==> src/rtl/pipe_ctrl_pkg.sv <==
// Shared types and the operand-forwarding select function for the pipeline
// hazard controller.
package pipe_ctrl_pkg;

  typedef enum logic [1:0] {
    FWD_RF   = 2'b00,
    FWD_EXE  = 2'b01,
    FWD_MALU = 2'b10,
    FWD_MMEM = 2'b11
  } fwd_sel_t;

  typedef enum logic {
    MDU_IDLE = 1'b0,
    MDU_BUSY = 1'b1
  } mdu_state_t;

  localparam logic [4:0] REG_ZERO = 5'd0;

  // A load still in EXE has no data yet, so it is never an EXE forward source.
  function automatic fwd_sel_t fwd_sel(input logic [4:0] x,
                                       input logic       ewreg,
                                       input logic       em2reg,
                                       input logic [4:0] ern,
                                       input logic       mwreg,
                                       input logic       mm2reg,
                                       input logic [4:0] mrn);
    if (ewreg && !em2reg && ern != REG_ZERO && ern == x) return FWD_EXE;
    if (mwreg && mrn != REG_ZERO && mrn == x) return mm2reg ? FWD_MMEM : FWD_MALU;
    return FWD_RF;
  endfunction

endpackage

==> src/rtl/pipe_hazard_ctrl_mdu_timer.sv <==
// Tracks the multi-cycle mul/div unit: issues the start pulse and stays busy
// for exactly MDU_LAT cycles afterwards.
module mdu_timer
  import pipe_ctrl_pkg::*;
#(
  parameter int MDU_LAT = 32
) (
  input  logic clk,
  input  logic rst,
  input  logic go,
  output logic start,
  output logic busy
);

  mdu_state_t state;
  logic [7:0] cnt;
  logic       done_next;

  assign done_next = (state == MDU_BUSY) && (cnt == 8'd1);
  assign start     = (state == MDU_IDLE) && go && !rst;
  assign busy      = (state == MDU_BUSY);

  always_ff @(posedge clk) begin
    if (rst) begin
      state <= MDU_IDLE;
      cnt   <= 8'd0;
    end else begin
      case (state)
        MDU_IDLE: if (go) begin
          state <= MDU_BUSY;
          cnt   <= 8'(MDU_LAT);
        end
        MDU_BUSY: begin
          cnt <= cnt - 8'd1;
          if (done_next) state <= MDU_IDLE;
        end
        default: state <= MDU_IDLE;
      endcase
    end
  end

endmodule

==> src/rtl/pipe_hazard_ctrl.sv <==
// Hazard/interlock controller: ID-stage forwarding selects, load-use and
// HI/LO-busy stalls, MDU sequencing and a saturating stall-cycle counter.
module pipe_hazard_ctrl
  import pipe_ctrl_pkg::*;
#(
  parameter int MDU_LAT = 32,
  parameter int CNT_W   = 32
) (
  input  logic             clk,
  input  logic             rst,
  input  logic [4:0]       rs,
  input  logic [4:0]       rt,
  input  logic             use_rs,
  input  logic             use_rt,
  input  logic             dmdu,
  input  logic             dhilo,
  input  logic             ewreg,
  input  logic             em2reg,
  input  logic [4:0]       ern,
  input  logic             mwreg,
  input  logic             mm2reg,
  input  logic [4:0]       mrn,
  output logic [1:0]       fwda,
  output logic [1:0]       fwdb,
  output logic             wpcir,
  output logic             bubble,
  output logic             mdu_start,
  output logic             mdu_busy,
  output logic [CNT_W-1:0] stall_cnt
);

  logic lu, md_stall, stall;

  assign fwda = fwd_sel(rs, ewreg, em2reg, ern, mwreg, mm2reg, mrn);
  assign fwdb = fwd_sel(rt, ewreg, em2reg, ern, mwreg, mm2reg, mrn);

  assign lu = ewreg && em2reg && (ern != REG_ZERO) &&
              ((use_rs && ern == rs) || (use_rt && ern == rt));

  // A new MDU op must not issue while it is itself waiting on a load.
  mdu_timer #(.MDU_LAT(MDU_LAT)) u_mdu_timer (
    .clk   (clk),
    .rst   (rst),
    .go    (dmdu && !lu),
    .start (mdu_start),
    .busy  (mdu_busy)
  );

  // The MDU is cleared by the same reset, so a busy unit never stalls in reset.
  assign md_stall = mdu_busy && !rst && (dhilo || dmdu);
  assign stall    = lu || md_stall;
  assign wpcir    = !stall;
  assign bubble   = stall;

  always_ff @(posedge clk) begin
    if (rst)                      stall_cnt <= '0;
    else if (stall && !(&stall_cnt)) stall_cnt <= stall_cnt + 1'b1;
  end

endmodule

==> config.mk <==
export PLATFORM = sky130hd
export DESIGN_NAME = pipe_hazard_ctrl
export DESIGN_NICKNAME = d
export VERILOG_FILES = /design/src/rtl/pipe_ctrl_pkg.sv /design/src/rtl/pipe_hazard_ctrl_mdu_timer.sv /design/src/rtl/pipe_hazard_ctrl.sv
export SDC_FILE = /design/constraint.sdc
export NUM_CORES = 1
export LEC_CHECK = 0
export CAP_MARGIN = 10
export CORE_MARGIN = 2
export CORE_UTILIZATION = 40
export DETAILED_ROUTE_END_ITERATION = 6
export GPL_ROUTABILITY_DRIVEN = 0
export GPL_TIMING_DRIVEN = 0
export PLACE_DENSITY = 0.69
export RECOVER_POWER = 100
export SLEW_MARGIN = 20
export SYNTH_ARGS = -nofsm -noshare
export SYNTH_HDL_FRONTEND = slang
export SYNTH_SLANG_ARGS = --single-unit
==> constraint.sdc <==
create_clock -name clk -period 2.78 [get_ports clk]
set_input_delay 0.278 -clock clk [delete_from_list [all_inputs] [get_ports clk]]
set_output_delay 0.278 -clock clk [all_outputs]
set_load 0.02 [all_outputs]
==> impl_metrics.py, run 1 <==
metrics = {
    "critical_path": {
        "cp-end-kind": "output port",
        "slowest_delay_ns": 0.54,
        "start_kind": "primary input",
        "crit_arrival_ns": 2.35,
        "criticalPathCategory": "primary input to output port",
        "reg2reg_from": "stall_cnt[0]",
        "worst-path-max-fanout": 10,
        "worstPathRequired_ns": 2.50,
        "worstSetupStartpoint": "ern[4]",
        "cpMaxStageDelayCell": "clkdlybuf4s50_1",
        "cp_cell_sequence": "clkdlybuf4s50_1, xor2_1, nor4_2, a32o_2, a21oi_2, clkbuf_4, buf_4, inv_1, dlygate4sd2_1",
    },
    "timing": {
        "slew_headroom_pct": 65.18,
        "min_period_over_period_pct": 94.48,
        "slew_viol_final": 0,
        "finClkSkew_ns": 0.004060,
        "finalHoldViolCount": 0,
        "finalSetupViolations": 0,
        "timing.hold.ws_ns": 0.3705,
        "fmax_mhz": 380.7,
        "worst_slew_pin_slew_ns": 0.5183,
        "rsz0062_at_grt": "no",
        "final.min_clock_period_ns": 2.626,
    },
    "synth": {
        "synth_ff_type": "dfxtp_1",
        "synth-seq-cells": 41,
        "synthesis.area_um2": 2386,
        "ys_types": 43,
        "ys_seq_area_share_pct": 34.40,
        "synth_edf_count": 0,
        "synth_cells": 299,
        "synth-async-reset-ratio_pct": 0,
        "syn_area_per_cell_um2": 7.980,
        "synth_nets": 332,
        "yosysWarnings": 0,
    },
    "floorplanning": {
        "fp.dieH_um": 81.24,
        "die_area_um2": 6599,
        "row_count": 28,
        "start_util_pct": 40.78,
        "core_um2": 5851,
        "die_x_um": 81.24,
        "io_pins": 70,
    },
    "clocking": {
        "numCtsBuffers": 5,
        "cts_sinks": 41,
        "h-tree-depth": 2,
        "post-cts-setup-buffer-count": 0,
        "cts_tree": "built",
        "cts_max_path_buffers": 2,
        "clk_pin_slew_ns": 0.08,
        "clock_latency_ns": 0.30,
        "cts_root_buf": "clkbuf_8",
    },
    "detailed_routing": {
        "ant_nets": 0,
        "drt-pass1-iter-count": 4,
        "wl_mm": 6.274,
        "first_iter_violations": 146,
        "drc_errors": 0,
        "viasPerCell": 5.367,
        "num_vias": 2415,
        "wl_per_cell_um": 13.94,
    },
    "placed_design": {
        "dp_hpwl_mm": 4.862,
        "portBuffers": 68,
    },
    "pwr": {
        "combPwrFrac_pct": 17.1,
        "finalPower_mw": 1.206,
        "clkPwrFrac_pct": 32.0,
        "p_sw_uw": 331.1,
        "p_leak_nw": 1.193,
        "internal-power_uw": 875.1,
        "peakVddDrop_uv": 260.4,
        "sequentialPowerShare_pct": 50.9,
        "power.density_nw_per_um2": 370.2,
        "sw_frac_of_total_pct": 27.45,
    },
    "grt": {
        "grt_max_degree": 13,
        "grt_util_all_layers_pct": 20.27,
        "grt_pass1_vias": 2263,
        "antenna_found_initial": 0,
        "gr-total-overflow": 0,
        "grt_pass1_wl_mm": 10.54,
    },
    "hold_path": {
        "holdCritPathClass": "primary input to register",
        "hp-start": "rst",
    },
    "run": {
        "maxCapViolations": 0,
    },
    "cells_and_area": {
        "num_antenna_cells": 0,
        "area_growth_syn_to_layout_pct": 36.55,
        "num-nets-final": 407,
        "layout-drive-gt1-share_pct": 5.067,
    },
    "outcome": {
        "outcome": "finished clean",
    },
}
state kept, by name (all words and copies together), names as in the netlist:
| signal | count |
|---|---|
| u_mdu_timer.busy | 1 |
| u_mdu_timer.cnt | 8 |
| stall_cnt | 32 |
layer usage:
metal  part of all wire, %  vias up  global-route usage (%)
li1                      -     1214                       -
met2                    49       62                   32.73
met3                   4.2        7                   3.667
met4                  0.67        0                   4.746
met5                     0        -                       0
met1                    46     1132                   28.08
final timing paths:
| path | endpoint | slack (ns) | depth (start not counted) |
|---|---|---|---|
| setup / recovery | bubble | 0.15 | 9 |
| hold reg to reg | u_mdu_timer.cnt[6] | 0.48 | 1 |
| setup reg to reg | stall_cnt[1] | 0.29 | 9 |
| hold / removal | u_mdu_timer.cnt[5] | 0.37 | 2 |
cell families (layout without fill, tap and decap cells):
family | count (synthesis) | after routing | share of synthesized area, %
flip-flops | 41 | 41 | 34.40
AO/OA/AOI/OAI | 31 | 31 | 8.862
adder cells (fa/ha/maj) | 3 | 3 | 1.573
buffers and inverters | 18 | 94 | 3.251
XOR/XNOR | 45 | 45 | 16.52
AND/OR/NAND/NOR | 158 | 158 | 34.14
multiplexers | 3 | 3 | 1.259
worst max-delay path, delay by kind of cell:
family	cells	cell delay, ns
buf+inv	5	1.34
simple gates	1	0.08
compound gates	2	0.44
xor+xnor	1	0.21
cells in the mapped netlist, types with 2 or more instances:
| cell | n | share of area, % |
|---|---|---|
| nor4_1 | 9 | 2.4 |
| a31oi_1 | 4 | 1.0 |
| nand2b_1 | 3 | 0.79 |
| o31ai_1 | 2 | 0.63 |
| nor3_1 | 20 | 4.2 |
| mux2i_1 | 3 | 1.3 |
| nor4b_1 | 3 | 1.1 |
| nand4_1 | 7 | 1.8 |
| o21ai_0 | 4 | 0.84 |
| nor2_1 | 45 | 7.1 |
| a311oi_1 | 5 | 1.8 |
| nand2_1 | 23 | 3.6 |
| xnor2_1 | 31 | 11 |
| a21o_1 | 3 | 0.94 |
| or4_1 | 3 | 0.94 |
| nor3b_1 | 3 | 0.94 |
| and4_1 | 4 | 1.5 |
| ha_1 | 3 | 1.6 |
| clkbuf_1 | 10 | 1.6 |
| buf_2 | 2 | 0.42 |
| and3_1 | 5 | 1.3 |
| or3_1 | 4 | 1.0 |
| xor2_1 | 14 | 5.1 |
| a21oi_1 | 8 | 1.7 |
| nand3_1 | 17 | 3.6 |
| dfxtp_1 | 41 | 34 |
| inv_1 | 4 | 0.63 |
| nor2b_1 | 4 | 1.0 |
power by group through the flow:
| stage | Sequential [mW] | Clock [mW] | Combinational, mW |
|---|---|---|---|
| finish | 0.614 | 0.386 | 0.207 |
| global route | 0.617 | 0.421 | 0.227 |
| detailed placement | 0.628 | 0 | 0.207 |
| floorplan | 0.628 | 0 | 0.116 |
| CTS | 0.614 | 0.397 | 0.208 |
| global placement | 0.627 | 0 | 0.203 |
through the flow:
step,cell area [um2],setup WS [ns],instances,TNS [ns],utilization (%)
finish,3258,0.1536,450,0,55.69
global placement,3161,-0.4271,442,-0.8964,54.02
floorplan,2386,0.4930,299,0,-
CTS,3257,0.07208,450,0,55.67
global route,3258,0.006998,450,0,55.69
detailed placement,3161,-0.4510,442,-0.9825,54.02
layout make-up:
cell class                 count  area [um2]
tap                           75       93.84
inverter                       4       15.01
clock inverter                 2       10.01
sequential                    41       820.8
fill                         550        2592
clock buffer                   6       72.57
multi-input combinational    240        1505
buffer                        14       62.56
timing repair buffer          68       678.2
repair_timing:
action | CTS | global route
hold buffers | 0 | 0
gates cloned | 0 | 0
setup endpoints to repair | 12 | 16
gates resized for setup | 6 | 3
cell usage in the layout, fill, tap and decap left out, types with 2 or more instances in the layout:
master           instances
a311oi_1                 5
ha_1                     3
dlygate4sd3_1           33
nand2b_1                 3
o21ai_0                  4
clkdlybuf4s50_1         33
a31oi_1                  4
clkbuf_2                 2
a21o_1                   3
clkbuf_8                 5
nor3_1                  19
nor4_2                   2
clkinv_2                 2
xor2_1                  14
nand2_1                 23
clkbuf_1                10
nand4_1                  7
nor2_1                  45
a21oi_1                  8
nor4b_1                  3
inv_1                    4
mux2i_1                  3
or4_1                    3
nor3b_1                  3
nor2b_1                  4
and3_1                   5
dfxtp_1                 41
or3_1                    4
nor4_1                   8
and4_1                   4
dlygate4sd2_1            2
nand3_1                 17
xnor2_1                 31
o31ai_1                  2
No activity file was read; power rests on OpenSTA's default activity.
==> run 2: changes to the inputs <==
==> constraint.sdc (replaced) <==
create_clock -name clk -period 2.78 [get_ports clk]
set_input_delay 0.556 -clock clk [delete_from_list [all_inputs] [get_ports clk]]
set_output_delay 0.556 -clock clk [all_outputs]
set_load 0.02 [all_outputs]
==> run 2 against run 1 <==
Effect of this change:
- core utilization rose by 0.43 points
- global-route usage rose by 0.12 points
- non-clock buffer count grew 2
- clock power hardly changed
- critical endpoint is now fwda[0]
==> impl_metrics.py, run 2 (synthesis gave the netlist of run 1 again) <==
metrics = {
    "timing": {
        "final.min_clock_period_ns": 2.728,
        "finalHoldViolCount": 0,
        "min_period_over_period_pct": 98.12,
        "slew_viol_final": 0,
        "finClkSkew_ns": 0.005404,
        "finalSetupViolations": 0,
        "worst_slew_pin_slew_ns": 0.5112,
        "fmax_mhz": 366.6,
        "slew_headroom_pct": 65.56,
        "tns_ns": 0,
        "setup_ws_ns": 0.05237,
    },
    "clocking": {
        "cts_tree": "built",
        "clk_pin_slew_ns": 0.08,
        "cts_root_buf": "clkbuf_8",
        "cts_max_path_buffers": 2,
        "h-tree-depth": 2,
        "clock_latency_ns": 0.30,
        "cts_sinks": 41,
        "numCtsBuffers": 5,
    },
    "critical_path": {
        "cp_cell_sequence": "clkdlybuf4s50_1, or4_4, o21ai_2, nor4_1, a21o_1, clkdlybuf4s15_2",
        "rr_worst_depth": 9,
        "cpMaxStageDelayCell": "clkdlybuf4s50_1",
        "start_kind": "primary input",
        "crit_arrival_ns": 2.17,
        "r2r_slack_ns": 0.30,
        "cp-end-kind": "output port",
        "worstPathRequired_ns": 2.22,
        "worst-path-max-fanout": 3,
        "slowest_delay_ns": 0.47,
        "criticalPathCategory": "primary input to output port",
        "reg2reg_from": "stall_cnt[0]",
        "r2r-end": "stall_cnt[12]",
    },
    "cells_and_area": {
        "area_growth_syn_to_layout_pct": 37.60,
        "final_cell_mix": "45 x nor2_1, 41 x dfxtp_1, 33 x dlygate4sd3_1",
        "layout-drive-gt1-share_pct": 7.958,
        "num_antenna_cells": 0,
        "layout_commonest_cell": "nor2_1",
        "final_util_pct": 56.12,
        "stdcell_area_um2": 3283,
        "regMostFlops": "stall_cnt",
        "num-nets-final": 409,
        "largest_reg_flops": 32,
    },
    "pwr": {
        "p_sw_uw": 337.1,
        "finalPower_mw": 1.208,
        "sw_frac_of_total_pct": 27.91,
        "p_leak_nw": 1.269,
        "combPwrFrac_pct": 17.1,
        "clkPwrFrac_pct": 32.0,
        "internal-power_uw": 870.5,
        "power.density_nw_per_um2": 367.8,
        "peakVddDrop_uv": 261.8,
        "sequentialPowerShare_pct": 50.9,
    },
    "placed_design": {
        "pre_cts_ws_ns": -1.007,
        "dp_hpwl_mm": 4.862,
        "portBuffers": 68,
        "placed_area_um2": 3161,
    },
    "grt": {
        "grt_util_all_layers_pct": 20.39,
        "grt_max_degree": 13,
        "grt_pass1_vias": 2269,
        "gr-total-overflow": 0,
        "antenna_found_initial": 0,
        "grt_pass1_wl_mm": 10.56,
    },
    "hold_path": {
        "whs_endpoint": "u_mdu_timer.cnt[7]",
        "hp-start": "u_mdu_timer.cnt[7]",
        "holdCritPathClass": "register to register",
        "hold_depth": 1,
    },
    "detailed_routing": {
        "num_vias": 2467,
        "wl_mm": 6.459,
        "first_iter_violations": 149,
        "ant_nets": 0,
        "drc_errors": 0,
        "drt-pass1-iter-count": 4,
        "wl_per_cell_um": 14.29,
        "viasPerCell": 5.458,
    },
    "floorplanning": {
        "io_pins": 70,
        "die_x_um": 81.24,
        "core_um2": 5851,
        "fp.dieH_um": 81.24,
        "row_count": 28,
        "start_util_pct": 40.78,
        "die_area_um2": 6599,
    },
    "run": {
        "maxCapViolations": 0,
    },
    "outcome": {
        "outcome": "finished clean",
    },
}
run 2: metal layers:
layer,part of all wire [%],GRT usage [%],vias to the layer above
li1,-,-,1220
met1,47,28.02,1163
met2,49,33.14,75
met3,3.8,3.778,9
met4,1.1,4.746,0
met5,0,0,-
run 2: worst max path at each step:
stage           start      end  slack, ns
3_3_place_gp   ern[1]    wpcir      -0.98
2_1_floorplan   rs[4]   bubble       0.33
4_1_cts         rs[1]   bubble     0.0003
5_1_grt        mrn[4]  fwda[0]     -0.009
6_report       mrn[4]  fwda[0]       0.05
3_5_place_dp   ern[4]    wpcir      -1.01
run 2: power groups by stage:
stage / sequential (mW) / clock (mW) / combinational [mW]
after detailed placement: 0.628 / 0 / 0.207
after CTS: 0.614 / 0.397 / 0.206
after global routing: 0.617 / 0.421 / 0.226
after floorplan: 0.628 / 0 / 0.116
after global placement: 0.627 / 0 / 0.203
final: 0.614 / 0.387 / 0.207
run 2: per-stage QoR:
stage | instances | hold WS, ns
after global placement | 442 | 0.4612
final | 452 | 0.4841
after global routing | 452 | 0.5008
after detailed placement | 442 | 0.4663
after CTS | 452 | 0.4811
after floorplan | 299 | 0.4417
run 2: critical path: cells and delay by family:
kind,cells,cell delay (ns)
buf+inv,2,0.72
simple gates,2,0.53
compound gates,2,0.37
run 2: final cells by class:
class	count	area (um2)
Timing Repair Buffer	70	671.9
Fill cell	558	2567
Tap cell	75	93.84
Multi-Input combinational cell	240	1526
Sequential cell	41	820.8
Clock inverter	2	10.01
Clock buffer	6	72.57
Inverter	4	15.01
Buffer	14	72.57
run 2: what timing repair did:
action,in CTS,in global routing
hold buffers,0,0
gates resized for setup,42,11
buffers inserted,2,0
pin swaps,4,6
setup endpoints to repair,17,22
==> run 3: changes to the inputs <==
Settings changed: CORE_ASPECT_RATIO from default to 0.8, CORE_UTILIZATION 40 to 47, PLACE_DENSITY 0.69 to 0.79, RECOVER_POWER 100 to 50.
==> run 3 against run 2 <==
Effect of this change:
- first-iteration DRC count is 6.7% higher
- global-route usage is 2.8 points higher
- count of clock-buffer cells in the layout is 1 lower
- worst setup slack better by 0.017 ns
- sequential share of layout area is 0.23 points higher
- non-clock buffer count stayed put
- flip-flop and latch count stayed put
- core utilization is 9.6 points higher
- cell area is 0.91% lower
- fmax is 0.61% higher
- die area is 14% lower
- power is 2.3% lower
- largest cell class unchanged
- highest routed layer unchanged
==> impl_metrics.py, run 3 (synthesis gave the netlist of run 1 again) <==
metrics = {
    "floorplanning": {
        "core_um2": 4950,
        "die_x_um": 83.66,
        "io_pins": 70,
        "die_area_um2": 5666,
        "row_count": 23,
        "fp.dieH_um": 67.73,
        "start_util_pct": 48.21,
    },
    "critical_path": {
        "r2r_slack_ns": 0.19,
        "start_kind": "primary input",
        "cp-end-kind": "output port",
        "r2r-end": "stall_cnt[29]",
        "reg2reg_from": "stall_cnt[0]",
        "worst-path-max-fanout": 10,
        "crit_arrival_ns": 2.15,
        "rr_worst_depth": 9,
        "worstPathRequired_ns": 2.22,
        "criticalPathCategory": "primary input to output port",
    },
    "pwr": {
        "sequentialPowerShare_pct": 52.1,
        "p_leak_nw": 1.252,
        "clkPwrFrac_pct": 30.2,
        "power.density_nw_per_um2": 362.6,
        "p_sw_uw": 318.1,
        "internal-power_uw": 861.4,
        "peakVddDrop_uv": 307.2,
        "sw_frac_of_total_pct": 26.97,
        "combPwrFrac_pct": 17.7,
    },
    "hold_path": {
        "hold_depth": 1,
        "whs_endpoint": "u_mdu_timer.cnt[7]",
        "hp-start": "u_mdu_timer.cnt[7]",
        "holdCritPathClass": "register to register",
    },
    "cells_and_area": {
        "final_cell_mix": "45 x nor2_1, 41 x dfxtp_1, 33 x dlygate4sd3_1",
        "largest_reg_flops": 32,
        "instances_no_fill": 437,
        "num-nets-final": 409,
        "final_util_pct": 65.72,
        "area_growth_syn_to_layout_pct": 36.34,
        "layout-drive-gt1-share_pct": 7.467,
        "num_antenna_cells": 0,
        "layout_commonest_cell": "nor2_1",
        "stdcell_area_um2": 3253,
        "regMostFlops": "stall_cnt",
    },
    "detailed_routing": {
        "drt-pass1-iter-count": 5,
        "drc_errors": 0,
        "wl_mm": 6.442,
        "num_vias": 2473,
        "wl_per_cell_um": 14.74,
        "first_iter_violations": 159,
        "viasPerCell": 5.659,
        "ant_nets": 0,
    },
    "run": {
        "maxCapViolations": 0,
    },
    "placed_design": {
        "portBuffers": 68,
        "placed_area_um2": 3144,
        "dp_hpwl_mm": 4.848,
        "dp.cells": 429,
    },
    "grt": {
        "gr-usage-met2_pct": 37.40,
        "grt_max_degree": 12,
        "busiest_layer": "met2",
        "grt_util_all_layers_pct": 23.20,
        "grt_pass1_wl_mm": 10.67,
        "grtUsageMet1_pct": 32.54,
        "grt_pass1_vias": 2230,
        "grt_util_met3_pct": 4.156,
        "gr-total-overflow": 0,
        "antenna_found_initial": 0,
    },
    "clocking": {
        "cts_max_path_buffers": 2,
        "clk_pin_slew_ns": 0.07,
        "numCtsBuffers": 5,
        "cts_root_buf": "clkbuf_8",
        "cts_sinks": 41,
        "h-tree-depth": 2,
        "clock_latency_ns": 0.29,
        "cts_tree": "built",
    },
    "timing": {
        "final.min_clock_period_ns": 2.711,
        "tns_ns": 0,
        "finClkSkew_ns": 0.005726,
        "finalHoldViolCount": 0,
        "fmax_mhz": 368.9,
        "finalSetupViolations": 0,
        "slew_headroom_pct": 63.42,
        "min_period_over_period_pct": 97.52,
        "worst_slew_pin_slew_ns": 0.5445,
        "slew_viol_final": 0,
    },
    "outcome": {
        "outcome": "finished clean",
    },
}
## run 3: how the worst max path moves through the flow
stage	from	to	slack [ns]
floorplan	rs[4]	bubble	0.33
global placement	rt[1]	wpcir	-0.97
detailed placement	rt[1]	wpcir	-1.02
CTS	rs[3]	bubble	0.008
global route	stall_cnt[0]	stall_cnt[12]	-0.008
finish	rt[2]	bubble	0.07
## run 3: stage by stage
step,setup slack (ns),power (mW),hold slack (ns)
after detailed placement,-1.020,0.8355,0.4767
after floorplan,0.3301,0.7441,0.4417
after CTS,0.007804,1.180,0.4880
after global placement,-0.9698,0.8292,0.4587
final,0.06903,1.180,0.4931
after global routing,-0.007575,1.234,0.5140
## run 3: what timing repair did
action | in CTS | in global routing
hold buffers | 0 | 0
pin swaps | 6 | 4
buffers inserted | 1 | 1
gates resized for setup | 41 | 13
setup endpoints to repair | 22 | 20
## run 3: power groups by stage
stage	registers [mW]	clock network (mW)	logic, mW
floorplan	0.628	0	0.116
global placement	0.627	0	0.202
detailed placement	0.628	0	0.208
CTS	0.614	0.359	0.206
global route	0.616	0.387	0.230
finish	0.615	0.356	0.208
## run 3: worst max-delay path: stages
cell and delay, ns:
dlygate4sd2_1 0.26, xor2_1 0.18, nor4_2 0.35, a32o_2 0.27, a21oi_4 0.07, clkbuf_8 0.15, buf_6 0.14, inv_1 0.05
buf_4 0.13
## run 3: layer usage
metal / vias to the layer above / part of all wire (%)
met3: 11 / 5.2
met4: 0 / 1.3
met5: - / 0
li1: 1215 / -
met2: 74 / 47
met1: 1173 / 47
## run 3: layout make-up
class | instances | area [um2]
buffer | 14 | 78.83
multi-input combinational | 240 | 1529
sequential | 41 | 820.8
tap | 62 | 77.57
clock inverter | 1 | 5.005
timing repair buffer | 70 | 658.1
inverter | 4 | 15.01
clock buffer | 5 | 68.82
fill | 455 | 1697
